File: src/rtl/dpram_pkg.sv
// Shared definitions for the dual-port RAM copy engine: default widths,
// maximum copy length and the controller state encoding.
package dpram_pkg;

    localparam int AW_DEF  = 10;
    localparam int DW_DEF  = 16;
    localparam int MAX_LEN = 1024;

    typedef enum logic [1:0] {
        IDLE  = 2'd0,
        RUN   = 2'd1,
        DRAIN = 2'd2,
        DONE  = 2'd3
    } copy_state_t;

endpackage

File: src/rtl/dpram_copy_engine_if.sv
// Command/status and RAM port signals of the copy engine. The master side is the
// system (command source plus RAM), the slave side is the engine itself.
interface dpram_copy_engine_if #(
    parameter int AW = dpram_pkg::AW_DEF,
    parameter int DW = dpram_pkg::DW_DEF
) ();

    logic          start;
    logic [AW-1:0] src_addr;
    logic [AW-1:0] dst_addr;
    logic [AW:0]   len;
    logic          busy;
    logic          done;
    logic          err;
    logic          re_p1;
    logic [AW-1:0] add_read_p1;
    logic [DW-1:0] output_data_p1;
    logic          we_p2;
    logic [AW-1:0] add_write_p2;
    logic [DW-1:0] input_data_p2;

    modport master (
        output start, src_addr, dst_addr, len, output_data_p1,
        input  busy, done, err, re_p1, add_read_p1, we_p2, add_write_p2, input_data_p2
    );

    modport slave (
        input  start, src_addr, dst_addr, len, output_data_p1,
        output busy, done, err, re_p1, add_read_p1, we_p2, add_write_p2, input_data_p2
    );

endinterface

File: src/rtl/dpram_copy_addr_gen.sv
// Wrapping up/down word-address counter with synchronous load; load wins over step.
module dpram_copy_addr_gen #(
    parameter int AW = dpram_pkg::AW_DEF
) (
    input  logic          clk,
    input  logic          rst,
    input  logic          load_i,
    input  logic [AW-1:0] load_val_i,
    input  logic          step_i,
    input  logic          down_i,
    output logic [AW-1:0] addr_o
);

    logic [AW-1:0] addr_q;
    logic [AW-1:0] addr_d;

    // next address: load, step up/down with natural modulo-2^AW wrap, or hold
    always_comb begin
        addr_d = addr_q;
        if (load_i) begin
            addr_d = load_val_i;
        end else if (step_i) begin
            addr_d = down_i ? (addr_q - AW'(1'b1)) : (addr_q + AW'(1'b1));
        end else begin
            addr_d = addr_q;
        end
    end

    // address register
    always_ff @(posedge clk or posedge rst) begin
        if (rst) begin
            addr_q <= {AW{1'b0}};
        end else begin
            addr_q <= addr_d;
        end
    end

    assign addr_o = addr_q;

endmodule

File: src/rtl/dpram_copy_engine.sv
// Block copy between two ports of a dual-port RAM: reads on port 1, writes on port 2,
// one word per cycle, direction chosen so that overlapping regions copy correctly.
module dpram_copy_engine
    import dpram_pkg::*;
#(
    parameter int AW = AW_DEF,
    parameter int DW = DW_DEF
) (
    input logic                clk,
    input logic                rst,
    dpram_copy_engine_if.slave bus
);

    localparam logic [AW:0] LEN_MAX = {1'b1, {AW{1'b0}}};
    localparam logic [AW:0] LEN_ONE = {{AW{1'b0}}, 1'b1};

    copy_state_t   state_q, state_d;
    logic [AW:0]   cnt_q, cnt_d;
    logic          desc_q, desc_d;
    logic          err_q, err_d;
    logic          we_q, we_d;

    logic          accept_s;
    logic          len_ok_s;
    logic [AW-1:0] diff_s;
    logic [AW:0]   len_m1_s;
    logic [AW-1:0] span_s;
    logic          desc_s;
    logic [AW-1:0] src_start_s;
    logic [AW-1:0] dst_start_s;
    logic [AW-1:0] src_addr_s;
    logic [AW-1:0] dst_addr_s;

    // command decode: a copy runs downward only when the destination starts inside the source span
    always_comb begin
        accept_s    = (state_q == IDLE) && bus.start;
        len_ok_s    = (bus.len != {(AW+1){1'b0}}) && (bus.len <= LEN_MAX);
        diff_s      = bus.dst_addr - bus.src_addr;
        len_m1_s    = bus.len - LEN_ONE;
        span_s      = len_m1_s[AW-1:0];
        desc_s      = (diff_s != {AW{1'b0}}) && ({1'b0, diff_s} < bus.len);
        src_start_s = desc_s ? (bus.src_addr + span_s) : bus.src_addr;
        dst_start_s = desc_s ? (bus.dst_addr + span_s) : bus.dst_addr;
    end

    dpram_copy_addr_gen #(.AW(AW)) u_src_gen (
        .clk        (clk),
        .rst        (rst),
        .load_i     (accept_s),
        .load_val_i (src_start_s),
        .step_i     (state_q == RUN),
        .down_i     (desc_q),
        .addr_o     (src_addr_s)
    );

    // the destination counter advances on each write, so it trails the source by one cycle
    dpram_copy_addr_gen #(.AW(AW)) u_dst_gen (
        .clk        (clk),
        .rst        (rst),
        .load_i     (accept_s),
        .load_val_i (dst_start_s),
        .step_i     (we_q),
        .down_i     (desc_q),
        .addr_o     (dst_addr_s)
    );

    // state register
    always_ff @(posedge clk or posedge rst) begin
        if (rst) begin
            state_q <= IDLE;
        end else begin
            state_q <= state_d;
        end
    end

    // next-state logic
    always_comb begin
        state_d = state_q;
        case (state_q)
            IDLE: begin
                if (bus.start) begin
                    state_d = len_ok_s ? RUN : DONE;
                end else begin
                    state_d = IDLE;
                end
            end
            RUN: begin
                if (cnt_q == LEN_ONE) begin
                    state_d = DRAIN;
                end else begin
                    state_d = RUN;
                end
            end
            DRAIN:   state_d = DONE;
            DONE:    state_d = IDLE;
            default: state_d = IDLE;
        endcase
    end

    // datapath next values: remaining-read count, direction, error flag, write strobe
    always_comb begin
        cnt_d  = cnt_q;
        desc_d = desc_q;
        err_d  = err_q;
        we_d   = (state_q == RUN);
        if (accept_s) begin
            cnt_d  = bus.len;
            desc_d = desc_s;
            err_d  = (bus.len > LEN_MAX);
        end else if (state_q == RUN) begin
            cnt_d  = cnt_q - LEN_ONE;
        end else begin
            cnt_d  = cnt_q;
        end
    end

    // datapath registers
    always_ff @(posedge clk or posedge rst) begin
        if (rst) begin
            cnt_q  <= {(AW+1){1'b0}};
            desc_q <= 1'b0;
            err_q  <= 1'b0;
            we_q   <= 1'b0;
        end else begin
            cnt_q  <= cnt_d;
            desc_q <= desc_d;
            err_q  <= err_d;
            we_q   <= we_d;
        end
    end

    // outputs decoded from registered state; write data passes straight from the read port
    always_comb begin
        bus.busy          = (state_q != IDLE);
        bus.done          = (state_q == DONE);
        bus.err           = (state_q == DONE) && err_q;
        bus.re_p1         = (state_q == RUN);
        bus.add_read_p1   = src_addr_s;
        bus.we_p2         = we_q;
        bus.add_write_p2  = dst_addr_s;
        bus.input_data_p2 = bus.output_data_p1;
    end

endmodule
File: src/flat_wrapper.sv
// flat-port wrapper written by rule: the top's interface ports become plain ports
module dpram_copy_engine_flat import dpram_pkg::*;
#(
    parameter int AW = AW_DEF,
    parameter int DW = DW_DEF
)
  (clk, rst, bus_start, bus_src_addr, bus_dst_addr, bus_len, bus_output_data_p1, bus_busy, bus_done, bus_err, bus_re_p1, bus_add_read_p1, bus_we_p2, bus_add_write_p2, bus_input_data_p2);
  dpram_copy_engine_if #(.AW(AW), .DW(DW)) bus_i ();
  input logic clk;
  input logic rst;
  input wire logic [$bits(bus_i.start)-1:0] bus_start;
  input wire logic [$bits(bus_i.src_addr)-1:0] bus_src_addr;
  input wire logic [$bits(bus_i.dst_addr)-1:0] bus_dst_addr;
  input wire logic [$bits(bus_i.len)-1:0] bus_len;
  input wire logic [$bits(bus_i.output_data_p1)-1:0] bus_output_data_p1;
  output wire logic [$bits(bus_i.busy)-1:0] bus_busy;
  output wire logic [$bits(bus_i.done)-1:0] bus_done;
  output wire logic [$bits(bus_i.err)-1:0] bus_err;
  output wire logic [$bits(bus_i.re_p1)-1:0] bus_re_p1;
  output wire logic [$bits(bus_i.add_read_p1)-1:0] bus_add_read_p1;
  output wire logic [$bits(bus_i.we_p2)-1:0] bus_we_p2;
  output wire logic [$bits(bus_i.add_write_p2)-1:0] bus_add_write_p2;
  output wire logic [$bits(bus_i.input_data_p2)-1:0] bus_input_data_p2;
  assign bus_i.start = bus_start;
  assign bus_i.src_addr = bus_src_addr;
  assign bus_i.dst_addr = bus_dst_addr;
  assign bus_i.len = bus_len;
  assign bus_i.output_data_p1 = bus_output_data_p1;
  assign bus_busy = bus_i.busy;
  assign bus_done = bus_i.done;
  assign bus_err = bus_i.err;
  assign bus_re_p1 = bus_i.re_p1;
  assign bus_add_read_p1 = bus_i.add_read_p1;
  assign bus_we_p2 = bus_i.we_p2;
  assign bus_add_write_p2 = bus_i.add_write_p2;
  assign bus_input_data_p2 = bus_i.input_data_p2;
  dpram_copy_engine #(.AW(AW), .DW(DW)) u_core (.clk(clk), .rst(rst), .bus(bus_i));
endmodule
File: config.mk
export PLATFORM = sky130hd
export DESIGN_NAME = dpram_copy_engine_flat
export DESIGN_NICKNAME = d
export VERILOG_FILES = /design/src/rtl/dpram_pkg.sv /design/src/rtl/dpram_copy_engine_if.sv /design/src/rtl/dpram_copy_addr_gen.sv /design/src/rtl/dpram_copy_engine.sv /design/src/flat_wrapper.sv
export SDC_FILE = /design/constraint.sdc
export NUM_CORES = 1
export LEC_CHECK = 0
export ABC_AREA = 1
export BUFFER_PORTS_ARGS = -buffer_cell sky130_fd_sc_hd__buf_2
export CORE_ASPECT_RATIO = 0.8
export CORE_UTILIZATION = 40
export CTS_CLUSTER_DIAMETER = 200
export DETAILED_ROUTE_END_ITERATION = 7
export GPL_ROUTABILITY_DRIVEN = 0
export SETUP_SLACK_MARGIN = 0.15
export SYNTH_ARGS = -nofsm -noshare
export SYNTH_HDL_FRONTEND = slang
export SYNTH_SLANG_ARGS = --single-unit
File: constraint.sdc
create_clock -name clk -period 2.4 [get_ports clk]
set_input_delay 0.48 -clock clk [delete_from_list [all_inputs] [get_ports clk]]
set_output_delay 0.48 -clock clk [all_outputs]
set_load 0.03 [all_outputs]
==> results by stage, run 1 <==
Power and ir drop:
- The power consumption is between 7 and 8 mW.
- The relative contribution of combinational cells to total power is 74.0%.
- The power per unit of standard cell area is roughly 1100 mW/mm^2.
- The switching power is approximately 3.9 mW.
- In this run switching power makes up between 50% and 60% of total power.
- The internal portion of the total power is roughly 3.6 mW.
- The worst ir drop on vdd is ~0.00054 V.
- The leakage component of the power is between 3 and 4 nW.
- The clock network is responsible for around 9% of the overall power.
- The sequential group share of total power is roughly 17%.

Floorplan:
- The core region is 0.0117 mm^2.
- The die area is 0.0126 mm^2.
- The placement row count is 35.
- The die extent in x is approximately 130 um.
- In this run the vertical extent of the chip is ~100 um.
- The starting utilization of the core area is a little over two fifths.
- Pin placement for this block handled 91 I/O pins.

Timing:
- The final count of negative-setup-slack endpoints is 21.
- The worst clock skew on the final layout is 0.00182 ns.
- Headroom to the max-slew limit came out at between 50 and 60%.
- The count of final hold-check violations came to 0.
- The maximum clock rate is about 0.34 GHz.
- Of the available clock period, the critical path in the final layout requires 121%.
- The max-slew violation count was 0.
- Setup repair after global routing could not meet its margin everywhere.
- At the pin with the least slew margin, the transition time is roughly 0.71 ns.
- The final critical-path setup slack is -0.509 ns.
- The smallest clock period supported by the final layout is computed as a little under 3 ns.

Finish:
- The area overhead of the layout relative to synthesis is 38.3%.
- In the final layout, flip-flops and latches occupy about 900 um^2.
- In the final design database the tool counted 999 nets.
- Summing all multi-input logic gate instances after layout gives roughly 0.0037 mm^2.
- The filler cell count is approximately 1100.
- Leaving out filler cells and counting taps, the final layout contains 1037.
- 0 antenna diodes ended up in the layout.
- The fraction of final layout cells with drive strength greater than 1 is about a third.

Drt:
- The detail route stage leaves a number of antenna-violating nets equal to 0.
- The pre-antenna-repair detailed-routing pass consisted of 8 iterations.
- The detailed router finished its first iteration with 270 violations.
- The detailed router placed about 5400 vias in this run.
- In the final routing, the length of wire on met1 measures between 7000 and 8000 um.
- Wires add up to 15900 um.
- Wire segments on met2 add up to roughly 7300 um in the final route.
- In the routed design, unresolved DRC markers number 3.
- The total length of routed met3 wires is about 840 um.
- Dividing the detail-routed wire length by the instance count gives between 15 and 20 um.
- Dividing the detail-routed via count by the number of cells gives roughly 5.2.
- The highest metal layer used by the detailed router is met4.

Worst setup path:
- STA classifies the critical path endpoint as a register.
- The category of the worst setup path launch point is an input port.
- In this run the worst path has a maximum fanout of 6.
- The category of the critical setup timing path is in -> reg.
- The data arrival at the endpoint of the critical path is between 3 and 4 ns.
- For the worst setup path, the data required time is 2.57 ns.

Clocking:
- The clock drives 36 sinks.
- The clock network latency to the later pin of the worst-skew pair is a little under 0.3 ns.
- After clock tree synthesis, the flow added hold-fix buffers numbering 0.
- In this run, CTS created clock tree buffers numbering 5.
- After clock tree synthesis, the clock-pin slew on the worst setup and hold paths is about 0.060 ns.
- The CTS tree is done.
- In this run the deepest clock path goes through 2 buffers.
- The root buffer cell is clkbuf_16.
- The clock tree synthesis step divided the H-tree into 2 levels.

GRT:
- The total congestion overflow is 0.
- Entering global routing, the biggest net connects 37 pins.
- The via count of the first global-routing pass is 5338.
- The wire length of the first global-routing pass is between 20000 and 30000 um.
- The initial antenna violation count is 0.
- The total global-route track usage is 25.8%.

Yosys:
- Ranked by instance count, the synthesized netlist is headed by nand2_1 (176), inv_1 (113), nand3_1 (82).
- The adder and majority cell fraction of the synthesized area is between 15 and 20%.
- The post-synthesis compound-gate area fraction is 13.0%.
- The netlist area before placement is around 0.0049 mm^2.
- The number of flip-flops and latches in the synthesized netlist is 36.
- The area share of the leading cell type in the synthesized netlist is 18.5%.
- By area the synthesized netlist is led by dfrtp_1 (18%), ha_1 (14%), nand2_1 (14%).
- The number of distinct library cell variants in the gate-level netlist after synthesis is 39.
- For this run, the number of Yosys warnings is 0.
- Counting flops with a built-in enable in the synthesized netlist gives 0.
- The average cell area after synthesis is about 6.6 um^2.
- The share of flip-flops with an asynchronous set or reset is between 90% and 100%.
- The net count of the mapped netlist is around 850.
- Sequential elements use about 18% of the synthesized area.
- The simple-gate area share of the yosys netlist is 32.5%.
- The gate count of the mapped netlist is 740.
- The portion of synthesized area spent on multiplexers is 0%.
- The dominant cell by count in the synthesized netlist is nand2_1.
- The cell type contributing the most total cell area after synthesis is dfrtp_1.
- The dominant combinational cell family by area after synthesis is simple AND/OR/NAND/NOR gates.
- The dominant register cell in the synthesized netlist is dfrtp_1.
- The xor/xnor cell area share of the yosys netlist is between 6 and 7%.

Placement:
- The wire-length estimate of the detail-placed layout is roughly 12000 um.
- The total of buffers placed on input and output ports is 58.
- The minimum setup slack after placement is -0.935 ns.
- The placed cell count is between 1000 and 1500.

Worst hold path:
- The worst hold path belongs to the class in -> async.

Job:
- The tool flagged a number of max-cap violations equal to 0.

Run status:
- The flow ran to the end, but the final reports show violations.
- The checks that failed: DRC, setup timing.
power groups by stage:
stage | registers, mW | clock network [mW] | logic (mW)
floorplan | 1.57 | 0 | 3.38
global placement | 1.26 | 0 | 4.87
detailed placement | 1.28 | 0 | 5.00
CTS | 1.27 | 0.682 | 5.33
global route | 1.32 | 0.713 | 6.21
finish | 1.27 | 0.670 | 5.53
layout make-up:
type                       instances  area share (%)
multi-input combinational        557            55.3
clock buffer                       6            2.06
timing repair buffer             172            19.8
tap                              148            2.74
clock inverter                     2           0.148
sequential                        36            13.4
inverter                         116            6.64
cells by family after synthesis:
| logic type | Yosys count |
|---|---|
| AOI/OAI and AO/OA | 108 |
| DFF | 36 |
| xor gates and xnor gates | 36 |
| buffers and inverters | 147 |
| adders and majority gates | 61 |
| and+or+nand+nor | 352 |
cell usage in the layout, fill, tap and decap left out, drive strengths merged:
master / n
fa: 5
inv: 116
o21ai: 23
nor4: 2
o221ai: 7
nor2: 51
o21bai: 7
nor3: 2
nand3b: 9
buf: 171
nand3: 85
ha: 56
a21boi: 4
o311ai: 1
o211ai: 9
and2: 2
dfrtp: 36
clkinv: 2
clkbuf: 7
xnor2: 10
nand2: 183
o21a: 2
a31oi: 2
or2: 8
a21o: 2
xor2: 26
nor3b: 1
nand4: 9
a21oi: 51
metal layers:
metal	vias to the layer above	track usage (%)
met2	165	44.1
met3	34	4.30
met1	2543	33.0
met5	-	0
li1	2699	-
met4	0	9.10
stage by stage:
step                      cell area [um^2]  util, %  hold WS [ns]  TNS (ns)
after global routing                  6750     57.7         0.369    -13.71
final                                 6750     57.7         0.288     -9.59
after floorplan                       4940        -         0.481     -7.99
after CTS                             6600     56.4         0.313     -9.29
after detailed placement              5980     51.2         0.514    -18.80
after global placement                5980     51.2         0.500    -16.28
path summary, 6_finish.rpt:
kind / cells after the start / end / slack [ns] / from
max reg2reg: 9 / u_core.u_dst_gen.addr_o[9] / 0.10 / u_core.desc_q
min: 3 / u_core.cnt_q[5] / 0.29 / rst
min reg2reg: 2 / u_core.cnt_q[7] / 0.53 / u_core.cnt_q[7]
min in group clk: 3 / u_core.state_q[1] / 0.47 / bus_len[10]
max: 25 / u_core.u_src_gen.addr_o[3] / -0.51 / bus_dst_addr[0]
max in group asynchronous: 3 / u_core.u_dst_gen.addr_o[2] / 1.76 / rst
state kept, by name, indices dropped and copies added, names as in the netlist:
register,count
u_core.bus.we_p2,1
u_core.cnt_q,11
u_core.desc_q,1
u_core.err_q,1
u_core.state_q,2
u_core.u_dst_gen.addr_o,10
u_core.u_src_gen.addr_o,10
critical path, stage by stage:
cell      delay (ns)
buf_12          0.10
inv_12          0.03
ha_4            0.15
fa_2            0.36
inv_2           0.09
nand2_4         0.05
nand2_4         0.07
nand3_2         0.07
nand2_1         0.06
nand2_1         0.06
nand2_2         0.08
inv_2           0.05
ha_4            0.21
a21oi_2         0.12
o21ai_1         0.08
nand2_1         0.06
o211ai_1        0.09
nor2_2          0.20
nand2_4         0.11
buf_6           0.13
buf_12          0.12
nand2_1         0.05
nand3_1         0.07
nand3_1         0.10
nand2_1         0.06
repair_timing:
| item | in CTS | in global routing |
|---|---|---|
| gates cloned | 4 | 1 |
| pin swaps | 34 | 26 |
| setup buffers | 6 | 3 |
| setup endpoints to repair | 26 | 21 |
| resized for setup | 72 | 25 |
(Power assumes the default switching activity.)
==> run 2, diff against run 1 <==
--- a/config.mk
+++ b/config.mk
@@ -5,10 +5,9 @@
 export SDC_FILE = /design/constraint.sdc
 export NUM_CORES = 1
 export LEC_CHECK = 0
-export ABC_AREA = 1
 export BUFFER_PORTS_ARGS = -buffer_cell sky130_fd_sc_hd__buf_2
 export CORE_ASPECT_RATIO = 0.8
-export CORE_UTILIZATION = 40
+export CORE_UTILIZATION = 33
 export CTS_CLUSTER_DIAMETER = 200
 export DETAILED_ROUTE_END_ITERATION = 7
 export GPL_ROUTABILITY_DRIVEN = 0
==> results by stage, run 2 <==
Run status:
- The run finished, with violations left.
- The final reports fail on setup timing.

Drt:
- The number of vias after detailed routing is approximately 4300.
- The number of vias per cell after detailed routing is 5.07.
- After detailed routing, the number of remaining DRC violations is 0.
- For this run, the detailed router's first-pass iteration total came to 4.
- The count of nets left with antenna violations once routing finished came out at 0.
- The routed wirelength normalized by instance count is between 15 and 20 um.
- The total wirelength of the detailed-routed design is approximately 13000 um.
- The initial DRC count is 243.

Yosys:
- In the post-synthesis netlist, the cell with the most instances is ha_1.
- The number of nets in the synthesized netlist is between 600 and 700.
- The number of flops mapped to enable cells by yosys is 0.
- Sorting the synthesized cells by how often they occur yields ha_1 (56), inv_1 (51), nand2_1 (37).
- The sequential cell area fraction in the yosys report is 21.2%.
- The area share of the leading cell type in the synthesized netlist is 21.2%.
- Counting every instance in the synthesized netlist gives a little over 500.
- After synthesis the netlist holds a flip-flop and latch count of 36.
- For this run, the leading register cell type out of synthesis is dfrtp_1.
- Counting distinct cell types in the post-synthesis netlist gives between 50 and 60.
- The cell area that synthesis handed to floorplanning was 0.00425 mm^2.
- In the post-synthesis netlist, the biggest area contributors are dfrtp_1 (21%), ha_1 (16%), xnor2_1 (6.4%).
- The average cell area after synthesis is between 8 and 9 um^2.
- Counting flops with an async set or reset pin after synthesis yields a share of between 90% and 100%.
- The cell type contributing the most total cell area after synthesis is dfrtp_1.
- The number of warnings issued by yosys is 0.

Floorplan:
- The floorplan has 36 rows.
- The y dimension of the die is approximately 100 um.
- The floorplan core area is approximately 0.012 mm^2.
- The die area is between 0.01 and 0.015 mm^2.
- The die extent in x is approximately 130 um.
- During I/O placement, the number of pins put on the boundary was a little over 90.
- The initial utilization of the core area, before any placement, comes to 34.3%.

Timing:
- The count of final hold-check violations is 0.
- The final worst-path cycle share is 138%.
- The final count of negative-setup-slack endpoints is 21.
- Setup repair after global routing could not meet its margin everywhere.
- The normalized max-slew margin is 57.3%.
- The max-slew violation count is 0.
- The final period demand of the worst path is 3.32 ns.
- Across the routed clock network, the largest skew measured is 0.00896 ns.
- The maximum clock rate is ~0.3 GHz.
- At the pin with the least slew margin, the transition time is between 0.6 and 0.7 ns.
- The final critical-path setup slack is -0.922 ns.
- The worst hold-check slack is between 0.3 and 0.4 ns.

Power and ir drop:
- In this run the power density over the cells is between 1000 and 1500 mW/mm^2.
- The power consumption is a little over 7 mW.
- Summed over all cells, the static leakage comes to approximately 2.9 nW.
- The worst ir drop on vdd is 0.000674 V.

GRT:
- The via count of the first global-routing pass is between 4000 and 5000.
- The maximum number of pins on one net before global-route repair is 37.
- In the global route stage, met2 resource usage came out at 30.8%.
- The met1 capacity usage during global routing is a little under 30%.
- Global routing used about a fifth of the available tracks across all layers.
- The initial antenna violation count is 0.
- The wire length of the first global-routing pass is 21300 um.
- The total congestion overflow is 0.
- The global routing's busiest layer is met2.
- For this run, global-route usage on met3 was measured as under 10%.

Clocking:
- Counting along the longest clock path gives a buffer depth of 2.
- The root buffer cell is clkbuf_16.
- The number of hold buffers added after CTS is 0.
- The CTS tree is done.
- The clock transition at the registers of the reported paths is ~0.060 ns.
- At the later pin of the worst-skew pair, clock insertion delay measures 0.29 ns.
- The CTS sink count is 36.
- The number of clock buffers inserted by TritonCTS is 5.
- The H-tree was split into 2 levels.

Worst setup path:
- The critical path contains buffers and inverters numbering 3 combined.
- The critical path's largest stage delay is ~0.34 ns.
- Data on the critical path is required at its endpoint by about 2.6 ns.
- The worst setup path is captured at a register.
- At the worst endpoint, the arrival time is 3.53 ns.
- The cell with the largest stage delay on the worst path is or3_1.
- The category of the critical setup timing path is in -> reg.
- The launch point of the worst path is bus_dst_addr[0].
- STA classifies the critical path startpoint as an input port.
- The maximum fanout count along the critical path is 5.
- The launch point of the worst reg-to-reg path is u_core.desc_q.
- Traced cell by cell, the critical path runs through buf_12, inv_12, ha_4, fa_2, and2b_1, o2111ai_2, nand3b_1, xor2_1, ha_1, a211o_1, o221ai_2, a211oi_1, a41o_2, buf_16, or3_1, a31oi_1.
- The cell family with the largest share of critical-path delay is compound AO/OA/AOI/OAI gates.

Finish:
- Counting flops per register, the top entry is u_core.cnt_q.
- The library cells used most frequently in the layout, excluding fill and tap cells, are buf_4 (121), buf_2 (56), ha_1 (54).
- The area used by multi-input combinational logic is ~0.0030 mm^2.
- Counting the fill cells in the layout gives approximately 1200.
- Summing all flip-flop and latch instances after layout gives ~900 um^2.
- The number of flip-flops in the largest register is 11.
- The fraction of final layout cells with drive strength greater than 1 is between 30% and 40%.
- 0 antenna diodes ended up in the layout.
- Relative to the synthesized area, the layout overhead comes to 37.2%.
- The final non-filler cell area is roughly 0.0058 mm^2.
- The library cell used most frequently in the layout, excluding fill and tap cells, is buf_4.
- The layout net count is slightly below 800.
- Cells fill a little under half of the core in the end.

Placement:
- The minimum setup slack after placement is -1.26 ns.
- The HPWL after detailed placement is a little over 10000 um.
- The post-detailed-placement cell area is 0.00550 mm^2.
- During placement, the flow inserted port buffers numbering 58.

Worst hold path:
- The path class of the tightest hold or removal check is in -> async.

Job:
- Max-cap violations in this run came to 0.
-- run 2: through the flow --
stage	TNS (ns)	std cells
2_1_floorplan	-16.00	514
3_3_place_gp	-23.26	831
3_5_place_dp	-24.49	831
4_1_cts	-17.27	845
5_1_grt	-21.23	846
6_report	-17.28	846
-- run 2: logic make-up after synthesis --
kind of cell | count (synthesis) | share of synthesized area (%)
xor+xnor | 49 | 10.1
mux | 17 | 4.06
buf+inv | 82 | 9.09
simple gates | 138 | 15.7
compound gates | 131 | 21.0
fa+ha+maj | 61 | 18.8
flops | 36 | 21.2
-- run 2: worst register-to-register path, delay by kind of cell (launching register included) --
| kind | cells | cell delay, ns |
|---|---|---|
| AO/OA/AOI/OAI | 5 | 1.04 |
| XOR/XNOR | 1 | 0.18 |
| adder cells (fa/ha/maj) | 1 | 0.38 |
| buffers and inverters | 1 | 0.19 |
| flip-flops | 1 | 0.48 |
| AND/OR/NAND/NOR | 2 | 0.40 |
-- run 2: worst paths after layout --
kind	to	slack (ns)	cells after the start
min	u_core.state_q[1]	0.30	3
min in group clk	u_core.err_q	0.46	2
max	u_core.u_dst_gen.addr_o[9]	-0.92	16
max in group asynchronous	u_core.u_src_gen.addr_o[2]	1.75	3
max reg2reg	u_core.u_dst_gen.addr_o[9]	-0.41	10
min reg2reg	u_core.err_q	0.46	2
-- run 2: repair_timing --
item / CTS / global route
cloned: 1 / 0
setup endpoints to repair: 21 / 22
buffers inserted: 5 / 1
hold endpoints to repair: 0 / 0
resized for setup: 18 / 5
pin swaps: 2 / 6
-- run 2: area by class of cell --
| class | count | area share, % |
|---|---|---|
| Multi-Input combinational cell | 396 | 52.2 |
| Clock inverter | 3 | 0.729 |
| Tap cell | 171 | 3.67 |
| Sequential cell | 36 | 15.4 |
| Timing Repair Buffer | 184 | 22.4 |
| Inverter | 51 | 3.49 |
| Clock buffer | 5 | 2.14 |
-- run 2: power breakdown --
| group | total (mW) | leakage [nW] | switching, mW | internal (mW) |
|---|---|---|---|---|
| Clock | 0.770 | 0.0798 | 0.282 | 0.489 |
| Combinational | 5.22 | 2.36 | 2.79 | 2.44 |
| Sequential | 1.25 | 0.431 | 0.309 | 0.941 |
| Total | 7.24 | 2.87 | 3.38 | 3.87 |
-- run 2: layer usage --
metal / part of all wire, % / up-vias
li1: - / 2146
met1: 52 / 2033
met2: 43 / 99
met3: 3.6 / 14
met4: 1.2 / 0
met5: 0 / -
